### config.mk
export PLATFORM = sky130hd
export DESIGN_NAME = rf_wb_arbiter_flat
export DESIGN_NICKNAME = d
export VERILOG_FILES = /design/src/rtl/rf_wb_arbiter_if.sv /design/src/rtl/rf_wb_arbiter.sv /design/src/flat_wrapper.sv
export SDC_FILE = /design/constraint.sdc
export NUM_CORES = 1
export LEC_CHECK = 0
export BUFFER_PORTS_ARGS = -buffer_cell sky130_fd_sc_hd__buf_4
export CAP_MARGIN = 20
export CORE_AREA = 2 2 67 69
export DETAILED_ROUTE_END_ITERATION = 6
export DIE_AREA = 0 0 69 71
export GPL_TIMING_DRIVEN = 0
export PLACE_DENSITY = 0.82
export SYNTH_ARGS = -nofsm -noshare
export SYNTH_HDL_FRONTEND = slang
export SYNTH_SLANG_ARGS = --single-unit
### constraint.sdc
create_clock -name clk -period 5.75 [get_ports clk]
set_clock_uncertainty 0.2 [all_clocks]
set_input_delay 0.575 -clock clk [delete_from_list [all_inputs] [get_ports clk]]
set_output_delay 0.575 -clock clk [all_outputs]
set_load 0.01 [all_outputs]
### src/rtl/rf_wb_arbiter_if.sv
// Writeback arbiter bus: two writeback requesters, the issue-stage busy marking
// and hazard-check ports, and the registered write port toward the register file.
interface rf_wb_arbiter_if #(
  parameter int DATA_W = 16,
  parameter int ADDR_W = 4
);
  // Requester A (ALU writeback)
  logic              a_valid;
  logic [ADDR_W-1:0] a_addr;
  logic [DATA_W-1:0] a_data;
  logic              a_ready;

  // Requester B (load writeback)
  logic              b_valid;
  logic [ADDR_W-1:0] b_addr;
  logic [DATA_W-1:0] b_data;
  logic              b_ready;

  // Issue-stage scoreboard access
  logic              set_valid;
  logic [ADDR_W-1:0] set_addr;
  logic [ADDR_W-1:0] chk_addr1;
  logic [ADDR_W-1:0] chk_addr2;
  logic              chk_busy1;
  logic              chk_busy2;

  // Register-file write port and status
  logic              rf_we;
  logic [ADDR_W-1:0] rf_waddr;
  logic [DATA_W-1:0] rf_wdata;
  logic              err_sticky;

  // Pipeline side: drives requests, observes grants and results
  modport master (
    output a_valid, a_addr, a_data,
    output b_valid, b_addr, b_data,
    output set_valid, set_addr, chk_addr1, chk_addr2,
    input  a_ready, b_ready, chk_busy1, chk_busy2,
    input  rf_we, rf_waddr, rf_wdata, err_sticky
  );

  // Arbiter side
  modport slave (
    input  a_valid, a_addr, a_data,
    input  b_valid, b_addr, b_data,
    input  set_valid, set_addr, chk_addr1, chk_addr2,
    output a_ready, b_ready, chk_busy1, chk_busy2,
    output rf_we, rf_waddr, rf_wdata, err_sticky
  );
endinterface

### src/rtl/rf_wb_arbiter.sv
// Register-file writeback arbiter with busy-bit scoreboard.
// Two writeback requesters share one registered write port; contention is
// resolved by a 1-bit round-robin pointer. A per-register busy bit is set by
// the issue stage and cleared once the write to that register is presented.
// Writes to register 0 are accepted but never performed.
module rf_wb_arbiter #(
  parameter int DATA_W = 16,
  parameter int ADDR_W = 4
) (
  input logic          clk,
  input logic          rst,
  rf_wb_arbiter_if.slave bus
);

  localparam int NumRegs = 2 ** ADDR_W;

  // Round-robin pointer: 0 favours A, 1 favours B
  logic ptr_q;
  logic ptr_d;

  logic              contested;
  logic              grant_a;
  logic              grant_b;
  logic              grant;
  logic [ADDR_W-1:0] grant_addr;
  logic [DATA_W-1:0] grant_data;

  logic              rf_we_q;
  logic [ADDR_W-1:0] rf_waddr_q;
  logic [DATA_W-1:0] rf_wdata_q;

  logic [NumRegs-1:0] busy_q;
  logic [NumRegs-1:0] busy_d;

  logic err_q;
  logic err_d;

  // Grant decode; reset masks both readies so nothing transfers during reset
  always_comb begin
    contested  = bus.a_valid && bus.b_valid;
    grant_a    = !rst && bus.a_valid && (!bus.b_valid || !ptr_q);
    grant_b    = !rst && bus.b_valid && (!bus.a_valid || ptr_q);
    grant      = grant_a || grant_b;
    grant_addr = grant_b ? bus.b_addr : bus.a_addr;
    grant_data = grant_b ? bus.b_data : bus.a_data;
  end

  // Pointer moves only when both requesters competed, to the loser
  always_comb begin
    ptr_d = ptr_q;
    if (contested && !rst) begin
      ptr_d = grant_a;
    end
  end

  // Scoreboard next state: clear for the write being presented, then set;
  // applying the set last makes it win a same-address collision
  always_comb begin
    busy_d = busy_q;
    if (rf_we_q) begin
      busy_d[rf_waddr_q] = 1'b0;
    end
    if (bus.set_valid && (bus.set_addr != '0)) begin
      busy_d[bus.set_addr] = 1'b1;
    end
    busy_d[0] = 1'b0;
  end

  // Sticky error: a real write landed on a register nobody marked busy
  always_comb begin
    err_d = err_q;
    if (grant && (grant_addr != '0) && !busy_q[grant_addr]) begin
      err_d = 1'b1;
    end
  end

  // Arbitration pointer register
  always_ff @(posedge clk) begin
    if (rst) begin
      ptr_q <= 1'b0;
    end else begin
      ptr_q <= ptr_d;
    end
  end

  // Registered write port; addr/data hold across idle cycles
  always_ff @(posedge clk) begin
    if (rst) begin
      rf_we_q    <= 1'b0;
      rf_waddr_q <= '0;
      rf_wdata_q <= '0;
    end else begin
      rf_we_q <= grant && (grant_addr != '0);
      if (grant) begin
        rf_waddr_q <= grant_addr;
        rf_wdata_q <= grant_data;
      end
    end
  end

  // Busy bits and error flag
  always_ff @(posedge clk) begin
    if (rst) begin
      busy_q <= '0;
      err_q  <= 1'b0;
    end else begin
      busy_q <= busy_d;
      err_q  <= err_d;
    end
  end

  // Hazard reads come straight from the register, no same-cycle bypass
  assign bus.chk_busy1  = busy_q[bus.chk_addr1];
  assign bus.chk_busy2  = busy_q[bus.chk_addr2];

  assign bus.a_ready    = grant_a;
  assign bus.b_ready    = grant_b;
  assign bus.rf_we      = rf_we_q;
  assign bus.rf_waddr   = rf_waddr_q;
  assign bus.rf_wdata   = rf_wdata_q;
  assign bus.err_sticky = err_q;

endmodule

### src/flat_wrapper.sv
// flat-port wrapper written by rule: the top's interface ports become plain ports
module rf_wb_arbiter_flat 
#(
  parameter int DATA_W = 16,
  parameter int ADDR_W = 4
)
  (clk, rst, bus_a_valid, bus_a_addr, bus_a_data, bus_b_valid, bus_b_addr, bus_b_data, bus_set_valid, bus_set_addr, bus_chk_addr1, bus_chk_addr2, bus_a_ready, bus_b_ready, bus_chk_busy1, bus_chk_busy2, bus_rf_we, bus_rf_waddr, bus_rf_wdata, bus_err_sticky);
  rf_wb_arbiter_if #(.DATA_W(DATA_W), .ADDR_W(ADDR_W)) bus_i ();
  input logic clk;
  input logic rst;
  input wire logic [$bits(bus_i.a_valid)-1:0] bus_a_valid;
  input wire logic [$bits(bus_i.a_addr)-1:0] bus_a_addr;
  input wire logic [$bits(bus_i.a_data)-1:0] bus_a_data;
  input wire logic [$bits(bus_i.b_valid)-1:0] bus_b_valid;
  input wire logic [$bits(bus_i.b_addr)-1:0] bus_b_addr;
  input wire logic [$bits(bus_i.b_data)-1:0] bus_b_data;
  input wire logic [$bits(bus_i.set_valid)-1:0] bus_set_valid;
  input wire logic [$bits(bus_i.set_addr)-1:0] bus_set_addr;
  input wire logic [$bits(bus_i.chk_addr1)-1:0] bus_chk_addr1;
  input wire logic [$bits(bus_i.chk_addr2)-1:0] bus_chk_addr2;
  output wire logic [$bits(bus_i.a_ready)-1:0] bus_a_ready;
  output wire logic [$bits(bus_i.b_ready)-1:0] bus_b_ready;
  output wire logic [$bits(bus_i.chk_busy1)-1:0] bus_chk_busy1;
  output wire logic [$bits(bus_i.chk_busy2)-1:0] bus_chk_busy2;
  output wire logic [$bits(bus_i.rf_we)-1:0] bus_rf_we;
  output wire logic [$bits(bus_i.rf_waddr)-1:0] bus_rf_waddr;
  output wire logic [$bits(bus_i.rf_wdata)-1:0] bus_rf_wdata;
  output wire logic [$bits(bus_i.err_sticky)-1:0] bus_err_sticky;
  assign bus_i.a_valid = bus_a_valid;
  assign bus_i.a_addr = bus_a_addr;
  assign bus_i.a_data = bus_a_data;
  assign bus_i.b_valid = bus_b_valid;
  assign bus_i.b_addr = bus_b_addr;
  assign bus_i.b_data = bus_b_data;
  assign bus_i.set_valid = bus_set_valid;
  assign bus_i.set_addr = bus_set_addr;
  assign bus_i.chk_addr1 = bus_chk_addr1;
  assign bus_i.chk_addr2 = bus_chk_addr2;
  assign bus_a_ready = bus_i.a_ready;
  assign bus_b_ready = bus_i.b_ready;
  assign bus_chk_busy1 = bus_i.chk_busy1;
  assign bus_chk_busy2 = bus_i.chk_busy2;
  assign bus_rf_we = bus_i.rf_we;
  assign bus_rf_waddr = bus_i.rf_waddr;
  assign bus_rf_wdata = bus_i.rf_wdata;
  assign bus_err_sticky = bus_i.err_sticky;
  rf_wb_arbiter #(.DATA_W(DATA_W), .ADDR_W(ADDR_W)) u_core (.clk(clk), .rst(rst), .bus(bus_i));
endmodule
==> metrics.csv, run 1 <==
metric,value,unit
outcome,"finished, final reports clean",
num ports,83,
adder-cell area share of the yosys netlist,0,%
# placed instances,387,
Arrival @ worst endpoint,1.83,ns
minimum clock period,2.600,ns
setup bufs post-CTS,0,
Ys Warns,0,
nets,399,
gr usage total,25.34,%
CP Launch Point,bus_chk_addr2[0],
root buf cell,clkbuf_8,
worst r2r src,u_core.ptr_q,
critical path endpoint,bus_chk_busy2,
CTS Buffer Depth,2,
initial antenna violation count,0,
Setup Crit Path Kind,input pin to primary output,
register bit total from synthesis,38,
hpwl dp,4564,um
WL per Instance,15.21,um
post-synthesis cell type count,38,
ys flop type,dfxtp_1,
CTS tree,done,
post-layout util,68.66,%
Fmax achieved,384.6,MHz
asr flop ratio synth,0,%
grt ovf,0,
Max-Cap Viols,0,
cell count after synthesis,254,
Post-Synth Simple-Gate Area,22.98,%
DR pass1 iterations,4,
Slew @ Worst Pin,0.5755,ns
cts bufs inserted,5,
Post-Layout Cell Count,395,
DR vias/cell,5.646,
pre-CTS setup slack,3.132,ns
vias in the first global route,2177,
Layout area overhead,36.27,%
placer congestion estimate,0.8945,
post-route cell area,0.002887,mm2
antenna diode count,0,
Compound-Gate Fraction of Synth Area,23.86,%
Netlist Area Pre-Place,0.002118,mm2
detailed-route via count,2230,
reg2reg path depth,6,
leakage,1.215,nW
clk_lat worst skew,0.29,ns
Synth Area per Inst,8.340,um2
overall die width,69,um
Setup Total Neg Slack,0,ns
Hold Fails Final Rpt,0,
"Seq/Total Area, Yosys",35.91,%
Core ar.,0.004204,mm2
R2R Path End,u_core.bus.err_sticky,
worst setup margin,3.150,ns
Fill cells,348,
Synth Area in XOR/XNOR,0.4135,%
DRC viols,0,
Resize count post-CTS,0,
I/O Buffers,81,
starting DRC count in detailed routing,139,
Initial Utilization,50.39,%
clock sink total,38,
fin crit share,45.22,%
CP max FO,5,
R2R Setup Slk,3.54,ns
Post-Route WL,6008,um
site row count,24,
DP Area,0.002791,mm2
die area,0.004899,mm2
pin count of the biggest net entering global routing,13,
mux cell area share after synthesis,12.70,%
relative slew slack,60.53,%
number of setup violations in the final report,0,
H-tree depth,2,
pwr dens,216.7,mW/mm2
syn nets,311,
max-slew violation count,0,
first-pass GRT wire length,10030,um
Antenna Violating Nets Remaining,0,
Post-synth EDFFs,0,
main combinational cell family by area after synthesis,compound AO/OA/AOI/OAI gates,
worst min-delay path class,flop to flop,
Overall Power,0.6256,mW
fraction of layout cells with a size suffix above 1,32.65,%
CTS Hold Bufs,0,
required time of the critical path,4.97,ns
CP Capture Type,primary output,
worst hold slack,0.2990,ns
CP Launch Type,input pin,
RSZ-0062 raised after global routing,false,
Worst VDD drop,158.1,uV
die height,71,um
clock slew at reported path FFs,0.07,ns
==> registers in the layout (all words and copies together), names as in the netlist <==
signal and cells:
u_core.ptr_q 1, u_core.bus.err_sticky 1, u_core.bus.rf_waddr 4, u_core.bus.rf_wdata 16, u_core.busy_q 15, u_core.bus.rf_we 1
==> report_power, final <==
part	leakage (nW)	internal (mW)	total, mW	switching (mW)
Clock	0.0472	0.0963	0.191	0.0951
Combinational	0.856	0.0729	0.142	0.0691
Sequential	0.312	0.279	0.292	0.0132
Total	1.22	0.448	0.626	0.177
==> cells in the final DEF (no fill, tap or decap), types with 2 or more instances in the layout <==
cell type and count:
nand3_1 8, a311oi_1 17, buf_1 2, nand4_1 2
a2111o_1 3, mux2_2 3, a21oi_1 17, o21ai_0 17
buf_2 4, nand2_1 51, nor2b_1 5, mux4_2 8
dfxtp_1 38, nand2b_1 4, a211oi_1 11, inv_1 8
clkbuf_1 7, nand4b_1 2, clkbuf_8 6, buf_4 81
nor2_1 25, mux2i_1 4
==> synthesized netlist by cell type (2+ instances only) <==
cell type  number  area share [%]
nand2_1        51             9.0
nor2_1         25             4.4
mux4_2          8             8.5
nand4_1         2            0.59
mux2i_1         4             1.9
nor2b_1         5             1.5
o21ai_0        17             4.0
nand3_1         8             1.9
a2111o_1        3             1.6
a21oi_1        17             4.0
clkbuf_1        7             1.2
nand4b_1        2            0.83
a311oi_1       17             7.0
mux2_2          3             1.6
inv_1           8             1.4
buf_1           2            0.35
buf_2           4            0.95
dfxtp_1        38              36
a211oi_1       11             3.9
nand2b_1        4             1.2
==> critical path, stage by stage <==
cell and delay (ns):
buf_4 0.12, mux4_2 0.50, mux4_2 0.47, buf_4 0.16
==> per-layer routing <==
metal	GRT usage [%]	routed length, um
met5	0	0
met4	10.24	104
met3	6.410	398
met2	44.12	3121
met1	29.97	2384
==> how the worst min path moves through the flow <==
stage	startpoint	to	depth (start not counted)
global route	u_core.bus.rf_wdata[5]	u_core.bus.rf_wdata[5]	2
detailed placement	u_core.bus.rf_wdata[5]	u_core.bus.rf_wdata[5]	2
finish	u_core.bus.rf_wdata[15]	u_core.bus.rf_wdata[15]	2
CTS	u_core.bus.rf_wdata[5]	u_core.bus.rf_wdata[5]	2
global placement	u_core.bus.rf_wdata[2]	u_core.bus.rf_wdata[2]	2
floorplan	u_core.busy_q[10]	u_core.busy_q[10]	2
==> cells by family after synthesis <==
logic type | after synthesis
AOI/OAI and AO/OA | 72
muxes | 16
xor gates and xnor gates | 1
DFF | 38
and+or+nand+nor | 105
buffers and inverters | 22
==> cell type report <==
cell class                      count  area, um2  area share [%]
Inverter                            9      33.78           1.170
Tap cell                           52      65.06           2.254
Buffer                             13      53.80           1.864
Clock buffer                        6      82.58           2.861
Clock inverter                      2      12.51          0.4335
Sequential cell                    38      760.7           26.35
Multi-Input combinational cell    194       1270           44.00
Timing Repair Buffer               81      608.1           21.07
Note: power is estimated with default switching activity, not from simulation.
==> run 2, diff against run 1 <==
CORE_AREA = 2 2 73 75   (was 2 2 67 69)
DIE_AREA = 0 0 75 77   (was 0 0 69 71)
PLACE_DENSITY = 0.73   (was 0.82)
clock period = 2.2 ns   (was 5.75 ns; I/O delays follow)
==> run 2 against run 1 <==
Compared with the run above:
- worst hold slack worse by 0.30 ns
- combinational power rose to 2.9 times the previous value
- register-to-register slack got worse by 3.5 ns
- wire length is 8.5% higher
- design area up 10%
- global-route usage down 1.6 points
- via count rose by 6.3%
- clock-buffer cell count unchanged
- sequential power increased to 2.6 times the previous value
- final cell count up 9.6%
- critical path type is now flop to primary output
- largest power group unchanged
==> metrics.csv, run 2 (synthesis results as in run 1) <==
metric,value,unit
clock sink total,38,
DP Area,0.002814,mm2
H-tree depth,2,
DR pass1 iterations,4,
DRC viols,0,
overall die width,75,um
nets,419,
die height,77,um
Antenna Violating Nets Remaining,0,
fin crit share,98.13,%
required time of the critical path,1.78,ns
CP Launch Type,flop,
Sw Pwr,0.4846,mW
clk_lat worst skew,0.30,ns
RSZ-0062 raised after global routing,true,
die area,0.005775,mm2
relative slew slack,63.97,%
antenna diode count,0,
WL per Instance,15.06,um
CP max FO,4,
reg2reg path depth,6,
Initial Utilization,42.56,%
Slew @ Worst Pin,0.5254,ns
root buf cell,clkbuf_8,
max-slew violation count,0,
hpwl dp,4666,um
fraction of layout cells with a size suffix above 1,33.88,%
max reg flops,16,
Post-Route WL,6519,um
combinational share of power,21.2,%
CP Launch Point,u_core.busy_q[7],
"most common cell after layout, fill and taps aside",buf_4,
site row count,26,
DR vias/cell,5.473,
Internal Power,1.431,mW
post-route cell area,0.003181,mm2
Clk pwr share,38.8,%
Max-Cap Viols,0,
part of the power in registers,40.0,%
placer congestion estimate,0.8348,
Core ar.,0.004977,mm2
most frequent cells in the layout,"buf_4, nand2_1, dfxtp_1, nor2_1, dlygate4sd3_1",
R2R Path End,u_core.bus.rf_wdata[1],
pre-CTS setup slack,0.05459,ns
Setup Total Neg Slack,0,ns
worst min-delay path class,input pin to flop,
vias in the first global route,2278,
number of setup violations in the final report,0,
Worst VDD drop,430.6,uV
Arrival @ worst endpoint,1.74,ns
leakage,1.331,nW
clock slew at reported path FFs,0.08,ns
minimum clock period,2.159,ns
initial antenna violation count,0,
hold depth,3,
num ports,83,
grt ovf,0,
critical path endpoint,bus_chk_busy1,
cts bufs inserted,5,
Hold Fails Final Rpt,0,
worst r2r src,u_core.ptr_q,
Net Sw Frac,25.29,%
gr usage total,23.72,%
Setup Crit Path Kind,flop to primary output,
outcome,"finished, final reports clean",
CTS tree,done,
worst setup margin,0.04118,ns
first-pass GRT wire length,10550,um
pwr dens,602.4,mW/mm2
I/O Buffers,81,
starting DRC count in detailed routing,105,
Fill cells,437,
pin count of the biggest net entering global routing,13,
CTS Buffer Depth,2,
CP Capture Type,primary output,
detailed-route via count,2370,
Layout area overhead,50.15,%
R2R Setup Slk,0.09,ns
Fmax achieved,463.2,MHz
run 2: changes by cell type in the layout (fill, tap and decap cells not counted), sizes merged:
| cell | before | now |
|---|---|---|
| dlygate4sd3 | 0 | 20 |
| bufinv | 0 | 2 |
| clkinv | 1 | 0 |
| clkinvlp | 1 | 0 |
run 2: worst min-delay path by stage:
stage	from	end	slack, ns
after global routing	bus_a_data[10]	u_core.bus.rf_wdata[10]	0.008
after CTS	bus_a_data[12]	u_core.bus.rf_wdata[12]	0.0004
after floorplan	bus_set_addr[1]	u_core.busy_q[11]	0.17
after detailed placement	u_core.bus.rf_wdata[7]	u_core.bus.rf_wdata[7]	0.29
after global placement	u_core.bus.rf_wdata[4]	u_core.bus.rf_wdata[4]	0.29
final	bus_a_data[8]	u_core.bus.rf_wdata[8]	0.003
run 2: power groups by stage:
stage | registers [mW] | clock network (mW) | logic, mW
3_3_place_gp | 0.779 | 0 | 0.365
3_5_place_dp | 0.780 | 0 | 0.368
2_1_floorplan | 0.787 | 0 | 0.169
5_1_grt | 0.773 | 0.779 | 0.442
6_report | 0.766 | 0.744 | 0.406
4_1_cts | 0.764 | 0.752 | 0.399
run 2: layout make-up:
| type | instances | area, um2 | area share (%) |
|---|---|---|---|
| buffer | 13 | 56.30 | 1.770 |
| clock inverter | 2 | 60.06 | 1.888 |
| clock buffer | 6 | 82.58 | 2.596 |
| inverter | 9 | 33.78 | 1.062 |
| tap | 70 | 87.58 | 2.754 |
| multi-input combinational | 194 | 1280 | 40.24 |
| timing repair buffer | 101 | 808.3 | 25.41 |
| sequential | 38 | 772.0 | 24.27 |
run 2: critical path, stage by stage (launching register included):
cell	delay [ns]
dfxtp_1	0.35
mux4_2	0.47
mux4_2	0.46
buf_4	0.16
run 2: layer usage:
metal  global-route usage (%)  share of wire [%]
met1                    28.97                 42
met2                    38.86                 49
met3                    6.439                6.4
met4                    9.107                2.7
met5                        0                  0
run 2: per-stage QoR:
step                std cells  util [%]  power [mW]  hold WS [ns]
floorplan                 254         -      0.9560        0.1677
global placement          405     56.54       1.143        0.2880
detailed placement        405     56.54       1.148        0.2934
CTS                       433     63.42       1.915     0.0004033
global route              433     63.90       1.994      0.008314
finish                    433     63.90       1.916      0.003459
run 2: what timing repair did:
action / 4_1_cts / 5_1_grt
endpoints found under the setup margin: 0 / 8
setup buffers: 0 / 0
hold buffers: 20 / 0
hold endpoints to repair: 13 / 0
resized for setup: 0 / 13
==> run 3, diff against run 2 <==
CAP_MARGIN = default   (was 20)
PLACE_DENSITY = 0.74   (was 0.73)
==> run 3 against run 2 <==
Compared with the run above:
- critical endpoint unchanged
- core utilization fell by 0.98 points
- clock-buffer cell count did not move
- via count is 2.2% lower
- critical path depth is the same
- setup slack gained 0.011 ns
- final cell count did not move
- largest power group unchanged
- first-iteration DRC count down 11%
- register-to-register slack is essentially flat
- sequential cell count is the same
- clock power fell by 33%
- global-route usage shrank 0.59 points
==> metrics.csv, run 3 (synthesis results as in run 1) <==
metric,value,unit
Fill cells,433,
Max-Cap Viols,0,
antenna diode count,0,
leakage,1.303,nW
pin count of the biggest net entering global routing,13,
Net Sw Frac,28.28,%
R2R Setup Slk,0.09,ns
# placed instances,405,
num ports,83,
placer congestion estimate,0.8781,
combinational share of power,24.2,%
worst r2r src,u_core.ptr_q,
CP Launch Type,flop,
Internal Power,1.198,mW
clock slew at reported path FFs,0.08,ns
hold path start,bus_a_data[2],
Post-Layout Cell Count,433,
DR pass1 iterations,4,
pwr dens,533.6,mW/mm2
max reg flops,16,
grt ovf,0,
Core ar.,0.004977,mm2
Clk pwr share,30.0,%
Slew @ Worst Pin,0.6125,ns
hold depth,3,
Fmax achieved,465.5,MHz
die height,77,um
starting DRC count in detailed routing,93,
DR vias/cell,5.353,
CTS Buffer Depth,2,
clock sink total,38,
Hold Fails Final Rpt,0,
cts bufs inserted,5,
fin crit share,97.64,%
vias in the first global route,2220,
Initial Utilization,42.56,%
required time of the critical path,1.78,ns
R2R Path End,u_core.bus.rf_wdata[0],
worst hold slack,0.002488,ns
H-tree depth,2,
relative slew slack,58.00,%
CP Capture Type,primary output,
I/O Buffers,81,
part of the power in registers,45.8,%
Hold Path End,u_core.bus.rf_wdata[2],
overall die width,75,um
Layout area overhead,47.84,%
die area,0.005775,mm2
Sw Pwr,0.4726,mW
fraction of layout cells with a size suffix above 1,33.61,%
WL per Instance,14.87,um
Setup Crit Path Kind,flop to primary output,
setup bufs post-CTS,0,
detailed-route via count,2318,
initial antenna violation count,0,
outcome,"finished, final reports clean",
gr usage total,23.13,%
root buf cell,clkbuf_8,
clk_lat worst skew,0.29,ns
post-route cell area,0.003132,mm2
max-slew violation count,0,
Antenna Violating Nets Remaining,0,
CTS tree,done,
Worst VDD drop,359.2,uV
first-pass GRT wire length,10400,um
nets,419,
hpwl dp,4654,um
worst min-delay path class,input pin to flop,
DP Area,0.002814,mm2
most frequent cells in the layout,"buf_4, nand2_1, dfxtp_1, nor2_1, dlygate4sd3_1",
"most common cell after layout, fill and taps aside",buf_4,
DRC viols,0,
RSZ-0062 raised after global routing,true,
reg2reg path depth,6,
Post-Route WL,6437,um
site row count,26,
Arrival @ worst endpoint,1.73,ns
minimum clock period,2.148,ns
number of setup violations in the final report,0,
CP max FO,4,
[run 3: final cells by class]
class / instances / area (um2) / area share [%]
multi-input cells: 194 / 1280 / 40.87
repair buffers: 101 / 808.3 / 25.81
flip-flops and latches: 38 / 770.7 / 24.61
well taps: 70 / 87.58 / 2.797
clock buffers: 6 / 82.58 / 2.637
plain buffers: 13 / 56.30 / 1.798
inverters: 9 / 33.78 / 1.079
clock inverters: 2 / 12.51 / 0.3995
[run 3: worst max-delay path, stage by stage, from the launching register on]
cell and delay [ns]:
dfxtp_1 0.35, mux4_2 0.45, mux4_2 0.48, buf_4 0.16
[run 3: what timing repair did]
| item | 4_1_cts | 5_1_grt |
|---|---|---|
| cloned | 0 | 0 |
| resized for setup | 1 | 11 |
| hold buffers | 20 | 0 |
| setup endpoints to repair | 1 | 6 |
| hold endpoints to repair | 12 | 0 |
[run 3: power groups by stage]
stage / Clock (mW) / Combinational (mW) / Sequential [mW]
2_1_floorplan: 0 / 0.169 / 0.787
3_3_place_gp: 0 / 0.365 / 0.779
3_5_place_dp: 0 / 0.368 / 0.780
4_1_cts: 0.513 / 0.400 / 0.764
5_1_grt: 0.540 / 0.441 / 0.771
6_report: 0.501 / 0.404 / 0.766
[run 3: stage by stage]
stage / setup slack [ns] / utilization (%) / TNS (ns) / power, mW
after global placement: 0.05806 / 56.54 / 0 / 1.143
after CTS: 0.02662 / 62.54 / 0 / 1.677
after floorplan: 0.3310 / - / 0 / 0.9560
after detailed placement: 0.03640 / 56.54 / 0 / 1.148
final: 0.05187 / 62.92 / 0 / 1.671
after global routing: -0.006032 / 62.92 / -0.006400 / 1.752
[run 3: worst max path at each step]
stage	startpoint	endpoint	slack, ns	cells after the start
2_1_floorplan	u_core.ptr_q	u_core.bus.err_sticky	0.33	7
3_3_place_gp	u_core.ptr_q	u_core.bus.err_sticky	0.06	6
3_5_place_dp	u_core.ptr_q	u_core.bus.err_sticky	0.04	6
4_1_cts	u_core.busy_q[15]	bus_chk_busy1	0.03	3
5_1_grt	u_core.busy_q[15]	bus_chk_busy2	-0.006	3
6_report	u_core.busy_q[10]	bus_chk_busy1	0.05	3
[run 3: per-layer routing]
| metal | up-vias | part of all wire, % | wire length (um) | GRT usage [%] |
|---|---|---|---|---|
| li1 | 1151 | - | - | - |
| met5 | - | 0 | 0 | 0 |
| met4 | 0 | 1.6 | 102 | 7.143 |
| met2 | 87 | 50 | 3209 | 37.72 |
| met1 | 1069 | 42 | 2687 | 29.27 |
| met3 | 11 | 6.8 | 438 | 6.176 |
